<file path="src/rtl/hazard_interlock.sv">
// ---------------------------------------------------------------------------
// hazard_interlock
//
// Interlock and stall generator for the 5-stage MIPS pipeline. It sits beside
// the ID stage and keeps a shadow copy of the destination registers that are
// in flight in EX, MEM and WB. It raises Stall whenever forwarding cannot
// satisfy the instruction in ID. It also keeps a saturating count of stalled
// cycles for performance monitoring.
//
// Configuration macro:
//   HAZ_FULL_INTERLOCK_EN  undefined (default): only a load in EX feeding the
//                          ID instruction stalls; MEM and WB producers are
//                          forwarded.
//                          defined: for a core without forwarding. Any
//                          EX/MEM/WB producer of a source register stalls.
//                          The register file has no write-through, so a WB
//                          match also stalls.
//
// Parameters:
//   CNT_W         width of the stall-cycle counter
//
// Ports:
//   clk           pipeline clock; all state updates on the rising edge
//   rst           asynchronous, active-high reset
//   Valid_ID      ID holds a real instruction (not a bubble)
//   Rs_ID, Rt_ID  source register numbers in ID
//   Use_Rs_ID     the ID instruction actually reads Rs
//   Use_Rt_ID     the ID instruction actually reads Rt
//   Rd_ID         final destination register (after the RegDst mux)
//   Reg_Write_ID  the ID instruction writes the register file
//   Mem_Read_ID   the ID instruction is a load
//   Flush         taken branch/jump; the ID instruction is discarded
//   Stall         hold PC and IF/ID (combinational)
//   Bubble_EX     load a NOP into ID/EX; Stall | Flush (combinational)
//   Stall_Count   saturating count of cycles with Stall = 1
// ---------------------------------------------------------------------------
module hazard_interlock #(
  parameter int CNT_W = 16
) (
  input  logic             clk,
  input  logic             rst,
  input  logic             Valid_ID,
  input  logic [4:0]       Rs_ID,
  input  logic [4:0]       Rt_ID,
  input  logic             Use_Rs_ID,
  input  logic             Use_Rt_ID,
  input  logic [4:0]       Rd_ID,
  input  logic             Reg_Write_ID,
  input  logic             Mem_Read_ID,
  input  logic             Flush,
  output logic             Stall,
  output logic             Bubble_EX,
  output logic [CNT_W-1:0] Stall_Count
);

  localparam logic [CNT_W-1:0] CNT_MAX  = {CNT_W{1'b1}};
  localparam logic [CNT_W-1:0] CNT_ONE  = {{(CNT_W-1){1'b0}}, 1'b1};
  localparam logic [CNT_W-1:0] CNT_ZERO = {CNT_W{1'b0}};
  localparam logic [4:0]       REG_ZERO = 5'd0;

  // True when a valid shadow slot produces a register that ID actually reads.
  function automatic logic slot_hit(
    input logic       slot_v,
    input logic [4:0] slot_rd,
    input logic [4:0] rs,
    input logic [4:0] rt,
    input logic       use_rs,
    input logic       use_rt
  );
    slot_hit = slot_v & ((use_rs & (rs == slot_rd)) | (use_rt & (rt == slot_rd)));
  endfunction

  // Shadow slots. Register $0 is never loaded into a slot, so it can never
  // match and never causes a stall.
  logic             ex_v_r;
  logic [4:0]       ex_rd_r;
  logic             ex_ld_r;
  logic             mem_v_r;
  logic [4:0]       mem_rd_r;
  logic             mem_ld_r;
  logic             wb_v_r;
  logic [4:0]       wb_rd_r;
  logic [CNT_W-1:0] stall_count_r;

  logic             hit_ex_s;
  logic             hit_mem_s;
  logic             hit_wb_s;
  logic             stall_s;
  logic             issue_s;
  logic             ex_v_nxt_s;
  logic [4:0]       ex_rd_nxt_s;
  logic             ex_ld_nxt_s;
  logic [CNT_W-1:0] stall_count_nxt_s;

  // Slot fields that only some builds consult; kept for a uniform shadow.
  logic             unused_slot_bits_s;

  assign hit_ex_s  = slot_hit(ex_v_r,  ex_rd_r,  Rs_ID, Rt_ID, Use_Rs_ID, Use_Rt_ID);
  assign hit_mem_s = slot_hit(mem_v_r, mem_rd_r, Rs_ID, Rt_ID, Use_Rs_ID, Use_Rt_ID);
  assign hit_wb_s  = slot_hit(wb_v_r,  wb_rd_r,  Rs_ID, Rt_ID, Use_Rs_ID, Use_Rt_ID);

  assign unused_slot_bits_s = &{1'b0, mem_ld_r, hit_mem_s, hit_wb_s};

  // Stall decision; a flushed or bubble ID instruction never stalls.
  always_comb begin
    stall_s = 1'b0;
    if (Valid_ID && !Flush) begin
`ifdef HAZ_FULL_INTERLOCK_EN
      stall_s = hit_ex_s | hit_mem_s | hit_wb_s;
`else
      stall_s = ex_ld_r & hit_ex_s;
`endif
    end else begin
      stall_s = 1'b0;
    end
  end

  // An instruction enters the EX shadow only if it really proceeds and writes
  // a non-zero register.
  assign issue_s = Valid_ID & Reg_Write_ID & (Rd_ID != REG_ZERO) & ~stall_s & ~Flush;

  // Next EX slot contents: the issuing instruction, otherwise a bubble.
  always_comb begin
    ex_v_nxt_s  = 1'b0;
    ex_rd_nxt_s = REG_ZERO;
    ex_ld_nxt_s = 1'b0;
    if (issue_s) begin
      ex_v_nxt_s  = 1'b1;
      ex_rd_nxt_s = Rd_ID;
      ex_ld_nxt_s = Mem_Read_ID;
    end else begin
      ex_v_nxt_s  = 1'b0;
      ex_rd_nxt_s = REG_ZERO;
      ex_ld_nxt_s = 1'b0;
    end
  end

  // Next stall-counter value: increment on a stalled cycle, hold at all-ones.
  always_comb begin
    stall_count_nxt_s = stall_count_r;
    if (stall_s && (stall_count_r != CNT_MAX)) begin
      stall_count_nxt_s = stall_count_r + CNT_ONE;
    end else begin
      stall_count_nxt_s = stall_count_r;
    end
  end

  // Shadow pipeline: advances every cycle, no enable.
  always_ff @(posedge clk or posedge rst) begin
    if (rst) begin
      ex_v_r   <= 1'b0;
      ex_rd_r  <= REG_ZERO;
      ex_ld_r  <= 1'b0;
      mem_v_r  <= 1'b0;
      mem_rd_r <= REG_ZERO;
      mem_ld_r <= 1'b0;
      wb_v_r   <= 1'b0;
      wb_rd_r  <= REG_ZERO;
    end else begin
      ex_v_r   <= ex_v_nxt_s;
      ex_rd_r  <= ex_rd_nxt_s;
      ex_ld_r  <= ex_ld_nxt_s;
      mem_v_r  <= ex_v_r;
      mem_rd_r <= ex_rd_r;
      mem_ld_r <= ex_ld_r;
      wb_v_r   <= mem_v_r;
      wb_rd_r  <= mem_rd_r;
    end
  end

  // Stall-cycle counter register.
  always_ff @(posedge clk or posedge rst) begin
    if (rst) begin
      stall_count_r <= CNT_ZERO;
    end else begin
      stall_count_r <= stall_count_nxt_s;
    end
  end

  // Stall and Bubble_EX stay combinational so the hold takes effect in the
  // same cycle as the hazard; during reset the cleared shadow forces Stall low.
  assign Stall       = stall_s;
  assign Bubble_EX   = stall_s | Flush;
  assign Stall_Count = stall_count_r;

endmodule

</file>
<file path="config.mk">
export PLATFORM = sky130hd
export DESIGN_NAME = hazard_interlock
export DESIGN_NICKNAME = d
export VERILOG_FILES = /design/src/rtl/hazard_interlock.sv
export SDC_FILE = /design/constraint.sdc
export NUM_CORES = 1
export LEC_CHECK = 0
export BUFFER_PORTS_ARGS = -buffer_cell sky130_fd_sc_hd__buf_2
export CORE_MARGIN = 4
export CORE_UTILIZATION = 40
export DETAILED_ROUTE_END_ITERATION = 6
export PLACE_DENSITY = 0.67
export SETUP_SLACK_MARGIN = 0.15
export SLEW_MARGIN = 15
export SYNTH_ARGS = -nofsm -noshare
export SYNTH_HDL_FRONTEND = slang
export SYNTH_SLANG_ARGS = --single-unit
</file>
<file path="constraint.sdc">
create_clock -name clk -period 3.26 [get_ports clk]
set_input_delay 0.163 -clock clk [delete_from_list [all_inputs] [get_ports clk]]
set_output_delay 0.163 -clock clk [all_outputs]
set_load 0.03 [all_outputs]
</file>
==> Yosys cells after proc, flatten, opt, wreduce, memory -nomap -nowiden <==
Cells that the tools add are included.
{ "word_totals": {"reg_bits": 23, "latch_bits": 0, "mem_bits_rw": 0, "romBits": 0, "memories": 0} }
{ "op_classes": {"add_sub_neg": 1, "multipliers": 0, "div": 0, "magnitude_cmp": 0, "eq_ne": 3, "shifts": 0, "n_mux": 4, "bitwise_logic": 12, "reduce_logical": 4} }
{ "op_table": {"columns": ["op", "n"], "rows": [
  ["16-bit by 1-bit adder with 16-bit output (second input constant)", 1],
  ["16-bit inequality test (second input constant)", 1],
  ["5-bit equality test", 2],
  ["1-bit AND", 8],
  ["5-bit two-way mux", 1],
  ["5-bit nonzero test", 1],
  ["1-bit two-way mux", 3],
  ["1-bit logical AND", 2],
  ["1-bit NOT", 2],
  ["1-bit OR", 2],
  ["1-bit zero test", 1]
]} }

==> Depth between registers and ports, before layout <==
{ "depth": {"word_depth": 10, "depth_mapped": 7} }

==> Least setup slack after synthesis <==
OpenSTA, ideal clock, no wires.
{ "synth_path": {"path_kind": "reg2reg", "startpoint": "register stall_count_r[0], in the netlist Stall_Count[0]", "endpoint": "register stall_count_r[1], in the netlist Stall_Count[1]", "setup_ns": 0.125, "arrival_ns": 1.695, "t_required_ns": 3.135, "slack_ns": 1.441, "stages_incl_launch_ff": 7, "n_path_buf": 0, "synth_period_minus_slack_ns": 1.819, "path_cell_list": "dfrtp_1 > ha_1 > nand4_1 > nor2_1 > nand2b_4 > nand2_1 > mux2_2"} }
{ "synth_between": {"elab_chain_cells": 2, "elab_cells_between_ends": 3, "classes_between": "add/sub (1); eq/ne (1); reduce/logical (1)"} }
{ "synth_rtl": {"columns": ["item", "line", "source"], "rows": [
  ["start, declared", "83", "logic [CNT_W-1:0] stall_count_r;"],
  ["start signal, assigned", "176", "stall_count_r <= stall_count_nxt_s;"],
  ["branches (longest 2 deep; another with 16-bit by 1-bit adder with 16-bit output)", null, null]
]} }
Parallel ways; which one is timed is not known.
A chain may end at the register's enable or synchronous reset.

==> Worst setup path after layout <==
{ "layout_path": {"startpoint": "register ex_rd_r[0]", "endpoint": "output Bubble_EX"} }
{ "layout_between": {"elab_chain_cells": 7, "elab_cells_between_ends": 9, "classes_between": "eq/ne (2); mux (1); bitwise (6)"} }
{ "layout_rtl": {"columns": ["item", "line", "source"], "rows": [
  ["start, declared", "76", "logic [4:0] ex_rd_r;"],
  ["start signal, assigned", "161", "ex_rd_r <= ex_rd_nxt_s;"],
  ["5-bit equality test", "70", "slot_hit = slot_v & ((use_rs & (rs == slot_rd)) | (use_rt & (rt == slot_rd)));"],
  ["1-bit AND", "70", null],
  ["1-bit OR *", "70", null],
  ["1-bit AND *", "70", null],
  ["1-bit AND *", "111", "stall_s = ex_ld_r & hit_ex_s;"],
  ["1-bit two-way mux *", "107", "if (Valid_ID && !Flush) begin"],
  ["1-bit OR *", "183", "assign Bubble_EX = stall_s | Flush;"],
  ["end, declared", "52", "output logic Bubble_EX,"]
]} }
Mark *: on every way between the ends. The rest lies on a longest branch, timed or not.

==> results.md <==
* Startpoint Class: flop
* Post-Synth XOR/XNOR Area at 17.0%
* CTS tree: yes
* M3 GR Usage at 3.91%
* Reg clk slew, reported paths at 130 ps
* Max_slew headroom at 44.1%
* Dpl cells at 183
* Crit Path Category: flop to primary output
* CP bufs+invs at 1
* Arrival @ worst endpoint at 1960 ps
* CTS hold repair buffers at 0
* Via density at 5.42
* Synth Area in Simple Gates at 27.8%
* DP Wirelength at 2070 um
* Clk buf depth at 2
* Mux cell area share after synthesis at 1.83%
* Final Hold Fails at 6
* Post-Synthesis Net Count at 138
* Final wirelength at 2630 um
* # setup viols final at 0
* Layout area overhead at 20.3%
* Worst path max stage delay at 450 ps
* Hold_ws at -1.40 ps
* TNS Setup at 0 ps
* Worst hold path type: primary input to async pin
* Clk sink count at 23
* Filler instances at 277
* TritonCTS buffer count at 3
* Status: finished, violations left
* Nets@finish at 181
* Pwr Density at 313 nW/um2
* Mapped Cells at 114
* Met1 usage at 16.5%
* IO Pins at 41
* Reg area at 576 um2
* Largest net degree at the start of global routing at 24
* Antenna Cells at 0
* H-tree Lvls at 1
* Die H at 63.5 um
* GPL Wtd Cong at 0.792
* Initial core utilization at 43.2%
* PnR worst setup slack at 1130 ps
* Remaining global-route overflow at 0
* Vias in the first global route at 989
* Crit path required time at 3100 ps
* Post-Synth Adder-Cell Area at 1.01%
* Distinct cells, synth at 27
* Clk_skew at 1.57 ps
* DR vias at 1014
* Synthesized flop and latch total at 23
* Multi-input logic area at 632 um2
* Core ar. at 2850 um2
* Worst skew pair latency at 310 ps
* Worst Tran Pin Value at 838 ps
* Placement row count at 19
* First-pass GRT wire length at 4440 um
* Most Used Layer, Global Route: met2
* Max Slew Vio Count at 0
* YS warnings at 0
* Top delay family on crit path: flip-flops
* Most frequent cells in the layout: 40 x buf_2, 24 x xnor2_1, 23 x dfrtp_1
* Endpoint type of the worst setup path: primary output
* Die area at 4040 um2
* Fin crit share at 65.2%
* Max Clk Rate at 470 MHz
* Die W at 63.5 um
* Met2 Usage GRT at 23.7%
* Post-synthesis sequential area ratio at 46.7%
* Critical path, cell by cell: xnor2_1 > nand4_1 > o22ai_4 > or2_2 > buf_2
* Finished Layout Cells at 187
* Synth Cell Area at 1230 um2
* Drc violations at 0
* Post-CTS setup buffer count at 0
* LEAKAGE at 0.688 nW
* Max rail drop VDD at 208 uV
* Post-CTS Resized at 0
* Failing checks: negative hold slack
* Share of cells above drive strength 1 at 34.0%
* Port bufs at 40
* Crit path max fanout at 17
* RSZ-0062 raised after global routing: no
* Per-cell routed wire length at 14.1 um
* Synth Area in Compound Gates at 3.55%
* Commonest non-fill, non-tap cell in the layout: buf_2
* Worst Setup Slack post-DPL at 1400 ps
* Syn Area/Cell at 10.8 um2
* Fin util at 52.0%
* Fin crit period at 2130 ps
* CTS Root Buffer Type: clkbuf_4
* Largest family of logic cells by synthesized area: simple AND/OR/NAND/NOR gates
* Critical-path top delay cell: dfrtp_1
* Max-cap violations at 0
* Global Route Usage Sum at 13.8%
* DR iter-0 viols at 20
* Initial antenna violation count at 0
* 1st-pass router iterations at 5
* Post-route ant nets at 0
-- state kept, by name (all words and copies together), names as in the netlist --
register / count
ex_rd_r: 5
ex_ld_r: 1
ex_v_r: 1
Stall_Count: 16
-- kinds of logic after synthesis --
family / count (synthesis)
fa+ha+maj: 1
simple gates: 56
xor+xnor: 24
flops: 23
buf+inv: 4
compound gates: 4
mux: 2
-- through the flow --
stage          hold slack (ps)  power, W  cell area (um2)
2_1_floorplan              165  0.000316             1230
3_3_place_gp               369  0.000334             1450
3_5_place_dp               381  0.000336             1450
4_1_cts                   24.3  0.000471             1480
5_1_grt                   43.2  0.000485             1480
6_report                 -1.40  0.000464             1480
-- Yosys cell counts --
library cell   n  area share (%)
nand2_1        5             1.5
or3_4          1            0.91
and3_1         2             1.0
and4bb_2       1             1.0
or2_2          1            0.51
nand3_1       15             6.1
mux2_2         2             1.8
nand4_1       12             6.1
o22ai_1        1            0.51
and2_1         7             3.5
and4b_1        1            0.81
buf_4          1            0.61
and4_1         1            0.71
nor2_1         3            0.91
nor2b_1        1            0.51
inv_1          2            0.61
ha_1           1             1.0
nand2b_4       1             1.1
and4_2         2             1.6
o22ai_4        1             1.6
o21a_1         1            0.61
dfrtp_1       23              47
buf_6          1            0.91
xnor2_1       24              17
nor3_1         2            0.81
or4_1          1            0.61
o211a_1        1            0.81
-- report_power, final --
| part | switching, W | leakage [nW] | internal, W |
|---|---|---|---|
| Clock | 0.0000876 | 0.0139 | 0.0000468 |
| Sequential | 0.00000179 | 0.319 | 0.000288 |
| Combinational | 0.0000210 | 0.355 | 0.0000193 |
| Total | 0.000110 | 0.688 | 0.000354 |
-- metal layers --
metal	share of wire, %	up-vias
met5	0	-
li1	-	489
met1	44	490
met2	50	31
met4	0.87	0
met3	5.0	4
-- area by class of cell --
class                      count  area share (%)
inverter                       2           0.506
sequential                    23            38.8
multi-input combinational     87            42.6
tap                           31            2.61
clock buffer                   3            1.52
clock inverter                 1           0.506
timing repair buffer          40            13.5
-- worst paths after layout --
check,start,end,slack [ps],cells past startpoint
worst max register to register,ex_rd_r[0],ex_rd_r[1],1380,5
worst max-delay path,ex_rd_r[0],Bubble_EX,1130,5
min in group clk,Rd_ID[0],ex_rd_r[0],60,2
max in group asynchronous,rst,Stall_Count[9],2750,2
worst min-delay path,rst,Stall_Count[14],-1,2
worst min register to register,Stall_Count[15],Stall_Count[15],500,1
Power figures use the tool's default switching activity.
